### config.mk
export PLATFORM = sky130hd
export DESIGN_NAME = dmem_arbiter_flat
export DESIGN_NICKNAME = d
export VERILOG_FILES = /design/src/rtl/dmem_arbiter_if.sv /design/src/rtl/dmem_arbiter.sv /design/src/flat_wrapper.sv
export SDC_FILE = /design/constraint.sdc
export NUM_CORES = 1
export LEC_CHECK = 0
export CORE_MARGIN = 1.5
export CORE_UTILIZATION = 35
export CTS_BUF_LIST = sky130_fd_sc_hd__clkbuf_4 sky130_fd_sc_hd__clkbuf_8 sky130_fd_sc_hd__clkbuf_16
export DETAILED_ROUTE_END_ITERATION = 12
export PLACE_DENSITY = 0.81
export SETUP_SLACK_MARGIN = 0.3
export SYNTH_ARGS = -nofsm -noshare
export SYNTH_HDL_FRONTEND = slang
export SYNTH_SLANG_ARGS = --single-unit
### constraint.sdc
create_clock -name clk -period 2.06 [get_ports clk]
set_clock_uncertainty 0.1 [all_clocks]
set_input_delay 0.206 -clock clk [delete_from_list [all_inputs] [get_ports clk]]
set_output_delay 0.206 -clock clk [all_outputs]
set_load 0.03 [all_outputs]
### src/rtl/dmem_arbiter_if.sv
// Requester-side bus for the data memory arbiter.
// One instance per requester (CPU load/store stage, DMA/debug loader).
//   req/we/lock/addr/wdata : request fields, driven by the requester (master)
//   gnt                    : access issued this cycle (combinational from arbiter)
//   rvalid/rdata           : registered read return, one cycle after a read grant
interface dmem_arbiter_if #(
   parameter int ADDR_W = 16,
   parameter int DATA_W = 16
);
   logic              req;
   logic              we;
   logic              lock;
   logic [ADDR_W-1:0] addr;
   logic [DATA_W-1:0] wdata;
   logic              gnt;
   logic              rvalid;
   logic [DATA_W-1:0] rdata;

   modport master (
      output req, we, lock, addr, wdata,
      input  gnt, rvalid, rdata
   );

   modport slave (
      input  req, we, lock, addr, wdata,
      output gnt, rvalid, rdata
   );
endinterface

### src/rtl/dmem_arbiter.sv
// Two-port arbiter sharing the single-port data memory between the CPU
// load/store stage (port_a) and a DMA/debug loader (port_b).
// One access per cycle, round-robin between requesters, with an optional
// bounded lock so one side can hold the memory for short bursts.
//   clk, rst_n          : system clock, synchronous active-low reset
//   port_a, port_b      : requester buses (slave side)
//   mem_access_addr     : address to memory (byte address, passed through)
//   mem_write_data      : write data to memory
//   mem_write_en        : write strobe, applied at the end of the grant cycle
//   mem_read            : read strobe
//   mem_read_data       : combinational read data from memory
//
// state | meaning
// ------+--------------------------------------------------------------
// IDLE  | nobody holds the memory; plain round-robin
// OWN_A | port_a holds a lock; it wins while requesting and lock_cnt<LOCK_MAX
// OWN_B | port_b holds a lock; it wins while requesting and lock_cnt<LOCK_MAX
module dmem_arbiter #(
   parameter int ADDR_W   = 16,
   parameter int DATA_W   = 16,
   parameter int LOCK_MAX = 4
) (
   input  logic              clk,
   input  logic              rst_n,
   dmem_arbiter_if.slave     port_a,
   dmem_arbiter_if.slave     port_b,
   output logic [ADDR_W-1:0] mem_access_addr,
   output logic [DATA_W-1:0] mem_write_data,
   output logic              mem_write_en,
   output logic              mem_read,
   input  logic [DATA_W-1:0] mem_read_data
);

   typedef enum logic [1:0] {IDLE, OWN_A, OWN_B} owner_t;

   localparam int              CW         = $clog2(LOCK_MAX + 1);
   localparam logic [CW-1:0]   LOCK_MAX_C = CW'(LOCK_MAX);
   localparam logic [CW-1:0]   CNT_ONE    = CW'(1);

   owner_t            owner;
   logic              last_srv_b;
   logic [CW-1:0]     lock_cnt;
   logic              win_a;
   logic              win_b;
   logic              rvalid_a_q;
   logic              rvalid_b_q;
   logic [DATA_W-1:0] rdata_a_q;
   logic [DATA_W-1:0] rdata_b_q;

   // Once the lock budget is used up the holder falls through to round-robin;
   // since last_srv is the holder, an active other side wins, otherwise the
   // holder keeps going and its count restarts.
   always_comb begin
      win_a = 1'b0;
      win_b = 1'b0;
      if (rst_n) begin
         if (owner == OWN_A && port_a.req && lock_cnt < LOCK_MAX_C)
            win_a = 1'b1;
         else if (owner == OWN_B && port_b.req && lock_cnt < LOCK_MAX_C)
            win_b = 1'b1;
         else if (port_a.req && port_b.req) begin
            if (last_srv_b) win_a = 1'b1;
            else            win_b = 1'b1;
         end
         else if (port_a.req)
            win_a = 1'b1;
         else if (port_b.req)
            win_b = 1'b1;
      end
   end

   always_comb begin
      mem_access_addr = '0;
      mem_write_data  = '0;
      mem_write_en    = 1'b0;
      mem_read        = 1'b0;
      if (win_a) begin
         mem_access_addr = port_a.addr;
         mem_write_data  = port_a.wdata;
         mem_write_en    = port_a.we;
         mem_read        = ~port_a.we;
      end
      else if (win_b) begin
         mem_access_addr = port_b.addr;
         mem_write_data  = port_b.wdata;
         mem_write_en    = port_b.we;
         mem_read        = ~port_b.we;
      end
   end

   assign port_a.gnt    = win_a;
   assign port_b.gnt    = win_b;
   // Masked so a read granted just before reset never shows a return pulse.
   assign port_a.rvalid = rvalid_a_q & rst_n;
   assign port_b.rvalid = rvalid_b_q & rst_n;
   assign port_a.rdata  = rdata_a_q;
   assign port_b.rdata  = rdata_b_q;

   always_ff @(posedge clk) begin
      if (!rst_n) begin
         owner      <= IDLE;
         last_srv_b <= 1'b1;
         lock_cnt   <= '0;
         rvalid_a_q <= 1'b0;
         rvalid_b_q <= 1'b0;
         rdata_a_q  <= '0;
         rdata_b_q  <= '0;
      end
      else begin
         rvalid_a_q <= win_a & ~port_a.we;
         rvalid_b_q <= win_b & ~port_b.we;
         if (win_a && !port_a.we) rdata_a_q <= mem_read_data;
         if (win_b && !port_b.we) rdata_b_q <= mem_read_data;

         if (win_a || win_b) last_srv_b <= win_b;

         if (win_a && port_a.lock) begin
            owner    <= OWN_A;
            lock_cnt <= (owner == OWN_A && lock_cnt < LOCK_MAX_C) ?
                        lock_cnt + CNT_ONE : CNT_ONE;
         end
         else if (win_b && port_b.lock) begin
            owner    <= OWN_B;
            lock_cnt <= (owner == OWN_B && lock_cnt < LOCK_MAX_C) ?
                        lock_cnt + CNT_ONE : CNT_ONE;
         end
         else begin
            owner    <= IDLE;
            lock_cnt <= '0;
         end
      end
   end

endmodule

### src/flat_wrapper.sv
// flat-port wrapper written by rule: the top's interface ports become plain ports
module dmem_arbiter_flat 
#(
   parameter int ADDR_W   = 16,
   parameter int DATA_W   = 16,
   parameter int LOCK_MAX = 4
)
  (clk, rst_n, mem_access_addr, mem_write_data, mem_write_en, mem_read, mem_read_data, port_a_req, port_a_we, port_a_lock, port_a_addr, port_a_wdata, port_a_gnt, port_a_rvalid, port_a_rdata, port_b_req, port_b_we, port_b_lock, port_b_addr, port_b_wdata, port_b_gnt, port_b_rvalid, port_b_rdata);
  dmem_arbiter_if #(.ADDR_W(ADDR_W), .DATA_W(DATA_W)) port_a_i ();
  dmem_arbiter_if #(.ADDR_W(ADDR_W), .DATA_W(DATA_W)) port_b_i ();
  input  logic clk;
  input  logic rst_n;
  output logic [ADDR_W-1:0] mem_access_addr;
  output logic [DATA_W-1:0] mem_write_data;
  output logic mem_write_en;
  output logic mem_read;
  input  logic [DATA_W-1:0] mem_read_data;
  input wire logic [$bits(port_a_i.req)-1:0] port_a_req;
  input wire logic [$bits(port_a_i.we)-1:0] port_a_we;
  input wire logic [$bits(port_a_i.lock)-1:0] port_a_lock;
  input wire logic [$bits(port_a_i.addr)-1:0] port_a_addr;
  input wire logic [$bits(port_a_i.wdata)-1:0] port_a_wdata;
  output wire logic [$bits(port_a_i.gnt)-1:0] port_a_gnt;
  output wire logic [$bits(port_a_i.rvalid)-1:0] port_a_rvalid;
  output wire logic [$bits(port_a_i.rdata)-1:0] port_a_rdata;
  input wire logic [$bits(port_b_i.req)-1:0] port_b_req;
  input wire logic [$bits(port_b_i.we)-1:0] port_b_we;
  input wire logic [$bits(port_b_i.lock)-1:0] port_b_lock;
  input wire logic [$bits(port_b_i.addr)-1:0] port_b_addr;
  input wire logic [$bits(port_b_i.wdata)-1:0] port_b_wdata;
  output wire logic [$bits(port_b_i.gnt)-1:0] port_b_gnt;
  output wire logic [$bits(port_b_i.rvalid)-1:0] port_b_rvalid;
  output wire logic [$bits(port_b_i.rdata)-1:0] port_b_rdata;
  assign port_a_i.req = port_a_req;
  assign port_a_i.we = port_a_we;
  assign port_a_i.lock = port_a_lock;
  assign port_a_i.addr = port_a_addr;
  assign port_a_i.wdata = port_a_wdata;
  assign port_a_gnt = port_a_i.gnt;
  assign port_a_rvalid = port_a_i.rvalid;
  assign port_a_rdata = port_a_i.rdata;
  assign port_b_i.req = port_b_req;
  assign port_b_i.we = port_b_we;
  assign port_b_i.lock = port_b_lock;
  assign port_b_i.addr = port_b_addr;
  assign port_b_i.wdata = port_b_wdata;
  assign port_b_gnt = port_b_i.gnt;
  assign port_b_rvalid = port_b_i.rvalid;
  assign port_b_rdata = port_b_i.rdata;
  dmem_arbiter #(.ADDR_W(ADDR_W), .DATA_W(DATA_W), .LOCK_MAX(LOCK_MAX)) u_core (.clk(clk), .rst_n(rst_n), .port_a(port_a_i), .port_b(port_b_i), .mem_access_addr(mem_access_addr), .mem_write_data(mem_write_data), .mem_write_en(mem_write_en), .mem_read(mem_read), .mem_read_data(mem_read_data));
endmodule
After elaboration in Yosys (flattened, before gate mapping)

Index checks and enable logic that the tools add are counted.

Add/sub/neg operators: 1
Reductions and logical operators: 15
$lt $le $gt $ge: 1
Bitwise logic cells: 7
Mux-type cells: 27
Equal/unequal tests: 2

Operators by type and width:

| operator                                          | number |
|---|---|
| 2-to-1 mux 16 bit                                 | 4 |
| 2-to-1 mux 1 bit                                  | 18 |
| 2-to-1 mux 3 bit                                  | 4 |
| logical AND 1 bit                                 | 11 |
| bitwise AND 1 bit                                 | 4 |
| adder 3 x 1 -> 3 bit, second input constant       | 1 |
| less-than comparator 3 bit, second input constant | 1 |
| inverter 1 bit                                    | 3 |
| == test 2 x 1 -> 1 bit, second input constant     | 1 |
| == test 2 bit, second input constant              | 1 |
| logical NOT 1 bit                                 | 2 |
| 2-to-1 mux 2 bit                                  | 1 |
| OR reduction 2 bit                                | 1 |
| logical OR 1 bit                                  | 1 |

Register bits after elaboration: 40
Logic and storage cells: 61
Input bits: 88
Output and inout port bits: 70

Logic depth before layout (Yosys ltp)

Word-level depth: 9
Mapped depth: 8
Depth with buffers taken out: 5

Worst setup path after synthesis

Ideal clock, no wire load.

Kind: reg-to-output
Start point: register u_core.owner[1]
End point: output port mem_access_addr[10]
Path buffers: 2
Stages on the path, launching flop included: 7
Data required time: 1754 ps
Arrival: 1655 ps
Setup slack: 99 ps
Cells stage by stage: dfxtp_1 > o21bai_1 > a221oi_2 > buf_4 > buf_2 > a22oi_1 > nor2b_1

Cells in the longest elaborated chain, start to end: 8
Elaborated cells on any way between the ends: 14
Classes of those cells: 2 x eq/ne; 8 x mux; 4 x reduce/logical

RTL lines:

| item                            | line                | source |
|---|---|---|
| from (decl)                     | dmem_arbiter.sv:40  | `owner_t owner;` |
| from (signal assigned)          | dmem_arbiter.sv:101 | `owner <= IDLE;` |
| from (signal assigned)          | dmem_arbiter.sv:118 | `owner <= OWN_A;` |
| from (signal assigned)          | dmem_arbiter.sv:123 | `owner <= OWN_B;` |
| == test 2 bit                   | dmem_arbiter.sv:59  | `else if (owner == OWN_B && port_b.req && lock_cnt < LOCK_MAX_C)` |
| logical AND 1 bit (2 in series) | dmem_arbiter.sv:59  |  |
| 2-to-1 mux 1 bit                | dmem_arbiter.sv:59  |  |
| 2-to-1 mux 1 bit                | dmem_arbiter.sv:57  | `if (owner == OWN_A && port_a.req && lock_cnt < LOCK_MAX_C)` |
| 2-to-1 mux 1 bit                | dmem_arbiter.sv:56  | `if (rst_n) begin` |
| 2-to-1 mux 16 bit               | dmem_arbiter.sv:83  | `else if (win_b) begin` |
| 2-to-1 mux 16 bit (*)           | dmem_arbiter.sv:77  | `if (win_a) begin` |
| to (decl)                       | flat_wrapper.sv:13  | `output logic [ADDR_W-1:0] mem_access_addr;` |

Mark *: on every way between the ends. The rest lies on a longest branch, timed or not.

Worst setup path in the final report

Start point: register u_core.lock_cnt[2]
End point: output port mem_read

Cells in the longest elaborated chain, start to end: 7
Elaborated cells on any way between the ends: 11
Classes of those cells: 1 x order compare; 8 x mux; 2 x reduce/logical

RTL lines:

| item                           | line                                   | source |
|---|---|---|
| from (decl)                    | dmem_arbiter.sv:42                     | `logic [CW-1:0] lock_cnt;` |
| from (signal assigned)         | dmem_arbiter.sv:119                    | `lock_cnt <= (owner == OWN_A && lock_cnt < LOCK_MAX_C) ?` |
| from (signal assigned)         | dmem_arbiter.sv:124                    | `lock_cnt <= (owner == OWN_B && lock_cnt < LOCK_MAX_C) ?` |
| less-than comparator 3 bit (*) | dmem_arbiter.sv:57, dmem_arbiter.sv:59 |  |
| logical AND 1 bit              | dmem_arbiter.sv:59                     |  |
| 2-to-1 mux 1 bit               | dmem_arbiter.sv:59                     |  |
| 2-to-1 mux 1 bit               | dmem_arbiter.sv:57                     |  |
| 2-to-1 mux 1 bit               | dmem_arbiter.sv:56                     |  |
| 2-to-1 mux 1 bit               | dmem_arbiter.sv:83                     |  |
| 2-to-1 mux 1 bit (*)           | dmem_arbiter.sv:77                     |  |
| to (decl)                      | flat_wrapper.sv:16                     | `output logic mem_read;` |

Marked as above.

==> flow_summary.yaml <==
min_path:
  holdCritStartpoint: "rst_n"
  whs_path_depth: 2
  hold-path-endpoint: "u_core.owner[0]$_SDFF_PN0_"
  hp-class: "input pin to flop"
drt:
  dr.pass1.iters: 4
  drc: 0
  finalWirelength_mm: 8.00
  wire_per_inst_um: 16.3
  drt_iter0_markers: 90
  avgViaCountPerCell: 5.05
  vias: 2475
  postRouteAntennaNets: 0
die:
  rows: 28
  die-height_um: 81.6
  start_util_pct: 36.3
  io_pins: 158
  die_x_um: 81.6
  core_um2: 5960
  dieArea_um2: 6670
synthesis:
  syn-num-nets: 331
  synth_top_family_by_area: "simple AND/OR/NAND/NOR gates"
  synthFlopType: "dfxtp_1"
  synth_xor_area_share_pct: 0.405
  synthAdderAreaFrac_pct: 0.578
  syn_area_per_cell_um2: 8.94
  yosysSeqAreaShare_pct: 37.0
  async_flop_share_pct: 0
  synth_cells: 242
  synth_compound_area_share_pct: 22.0
  muxShareOfSynthArea_pct: 7.40
  synth_edf_count: 0
  synth_seq_cells: 40
  yosys.area_share.simple_pct: 26.9
  synth_area_um2: 2160
  synth_warnings: 0
  yosysUniqueCellTypes: 34
placement:
  gp_congestion: 0.759
  placed_cell_area_um2: 3880
  dp_hpwl_mm: 5.31
  placedCellCount: 464
  place_ws_ps: -139
  port_buffers: 157
status:
  status: "finished with violations"
  violations: "negative setup slack"
critical_path:
  rr_worst_depth: 10
  reg2reg_from: "u_core.lock_cnt[2]$_SDFF_PN0_"
  cp-end-kind: "output pin"
  cp-start-kind: "flop"
  path_max_fanout: 4
  critPathRequiredTime_ps: 1750
  r2r_slack_ps: 110
  cp.arrival_ps: 1880
  critPathKind: "flop to output pin"
  rr_endpoint: "u_core.port_a.rdata[0]$_SDFFE_PN0P_"
clock_tree:
  cts_tree: "done"
  h-tree-depth: 2
  clock-root-buffer: "clkbuf_8"
  numCtsBuffers: 5
  cts_buffer_depth: 2
  clkSlewWorstSetupHoldPaths_ps: 70
  worst_skew_pair.late_latency_ps: 290
  numClockSinks: 40
sta:
  finalHoldViolations: 0
  timing.fmax_ghz: 0.457
  setup_viol_count_final: 35
  finalMaxSlewViolations: 0
  setup-tns-final_ps: -1690
  max_slew_margin_pct: 75.5
  fin_ws_ps: -126
  rsz0062_at_grt: "yes"
  finalCriticalPeriod_ps: 2190
  fin_crit_sh_pct: 106
  tightestPinTransition_ps: 367
pwr:
  ir_worst_vdd_v: 0.000378
  p_total_mw: 2.40
  cellLeakagePower_nw: 1.75
  power_density_nw_per_um2: 526
global_routing:
  grt_pass1_wl_mm: 11.2
  overflow: 0
  grt_pass1_vias: 2405
  antenna_found_initial: 0
  grt_start_max_net_pins: 29
  grt_use_total_pct: 21.9
final_layout:
  fin_area_um2: 4550
  area_growth_pct: 110
  finalNonFillerCells: 490
  diodes: 0
  fillers: 424
  layout-drive-gt1-share_pct: 36.9
  fin_nets: 503
job:
  maxCapViolations: 0
-- final cells by class --
cell class,instances,area (µm²),area share [%]
clock inverters,2,35.0,0.769
clock buffers,6,76.3,1.68
well taps,75,93.8,2.06
multi-input cells,179,1510,33.1
repair buffers,186,2020,44.4
flip-flops and latches,40,813,17.9
inverters,2,7.51,0.165
-- through the flow --
step	utilization, %	hold slack (ps)
global route	76.5	307
floorplan	-	178
detailed placement	65.2	357
CTS	71.9	297
global placement	65.2	350
finish	76.5	300
-- worst max-delay path by stage --
stage	startpoint	to	depth (start not counted)
2_1_floorplan	u_core.owner[0]$_SDFF_PN0_	mem_access_addr[10]	6
3_3_place_gp	port_b_req	mem_write_data[15]	8
3_5_place_dp	port_b_req	mem_access_addr[10]	8
4_1_cts	u_core.last_srv_b$_SDFFE_PN1P_	mem_access_addr[1]	7
5_1_grt	u_core.lock_cnt[2]$_SDFF_PN0_	mem_read	8
6_report	u_core.lock_cnt[2]$_SDFF_PN0_	mem_read	8
-- where the power goes --
part           internal (mW)  switching (mW)
logic                  0.506           0.426
registers              0.807          0.0223
clock network          0.373           0.263
total                   1.68           0.711
-- synthesized netlist by cell type, drive strengths merged (2+ instances only) --
master  number  share of area, %
nor2         2              0.46
a22oi       33                11
nand2b       2              0.92
buf         11               3.6
nand2       33               5.7
mux2i       16               7.4
dfxtp       40                37
and3         3              0.87
inv          2              0.35
a21boi      16               7.1
clkbuf      10               1.7
nor2b       51                15
and2         6               1.7
or4bb        2               1.0
-- state kept, by name, summed over array words and instances (netlist names) --
signal / count
u_core.port_b.rdata: 16
u_core.lock_cnt: 3
u_core.last_srv_b: 1
u_core.rvalid_a_q: 1
u_core.owner: 2
u_core.rvalid_b_q: 1
u_core.port_a.rdata: 16
-- placed cells by master (no fill, tap or decap), drive strengths merged --
cell,Yosys,final
mux2i,16,16
nand2,33,33
and2,6,6
nor3,1,1
clkbuf,10,8
inv,2,2
o21ai,1,1
or4bb,2,2
o2bb2ai,1,1
o21bai,1,1
dfxtp,40,40
nor4bb,1,1
buf,11,66
a31oi,1,1
nand3b,1,1
nand2b,2,2
a211oi,1,1
and3,3,3
nor2b,51,51
a22oi,33,33
a41o,1,1
and2b,1,1
xor2,1,1
clkdlybuf4s50,0,116
ha,1,1
dlygate4sd2,0,1
bufinv,0,1
clkinv,0,1
o21a,1,1
a21boi,16,16
o31ai,1,1
a221oi,1,1
nor2,2,2
dlymetal6s2s,0,1
-- per-layer routing --
layer  vias up  routed length (µm)  share of wire, %  GRT usage, %
met3        17                 592               7.4          7.00
met2       112                4200                52          39.9
li1       1179                   -                 -             -
met4         0                 221               2.8          8.31
met1      1167                2990                37          23.5
met5         -                   0                 0             0
-- worst max-delay path: stages (launching register included) --
cell and delay [ps]:
dfxtp_4 370, nand2b_4 170, a211oi_4 280, buf_4 170, buf_6 90, nor3_4 30
buf_6 130, o21a_4 210, buf_6 130
-- logic make-up after synthesis --
kind of cell	after synthesis
simple gates	103
xor+xnor	1
buf+inv	23
flops	40
compound gates	58
fa+ha+maj	1
mux	16
-- timing repair --
action	CTS	global route
hold buffers	0	0
gates resized for setup	55	43
endpoints found under the setup margin	68	71
setup buffers	7	5
cloned	4	2
pin swaps	3	13
(Power assumes the default switching activity.)
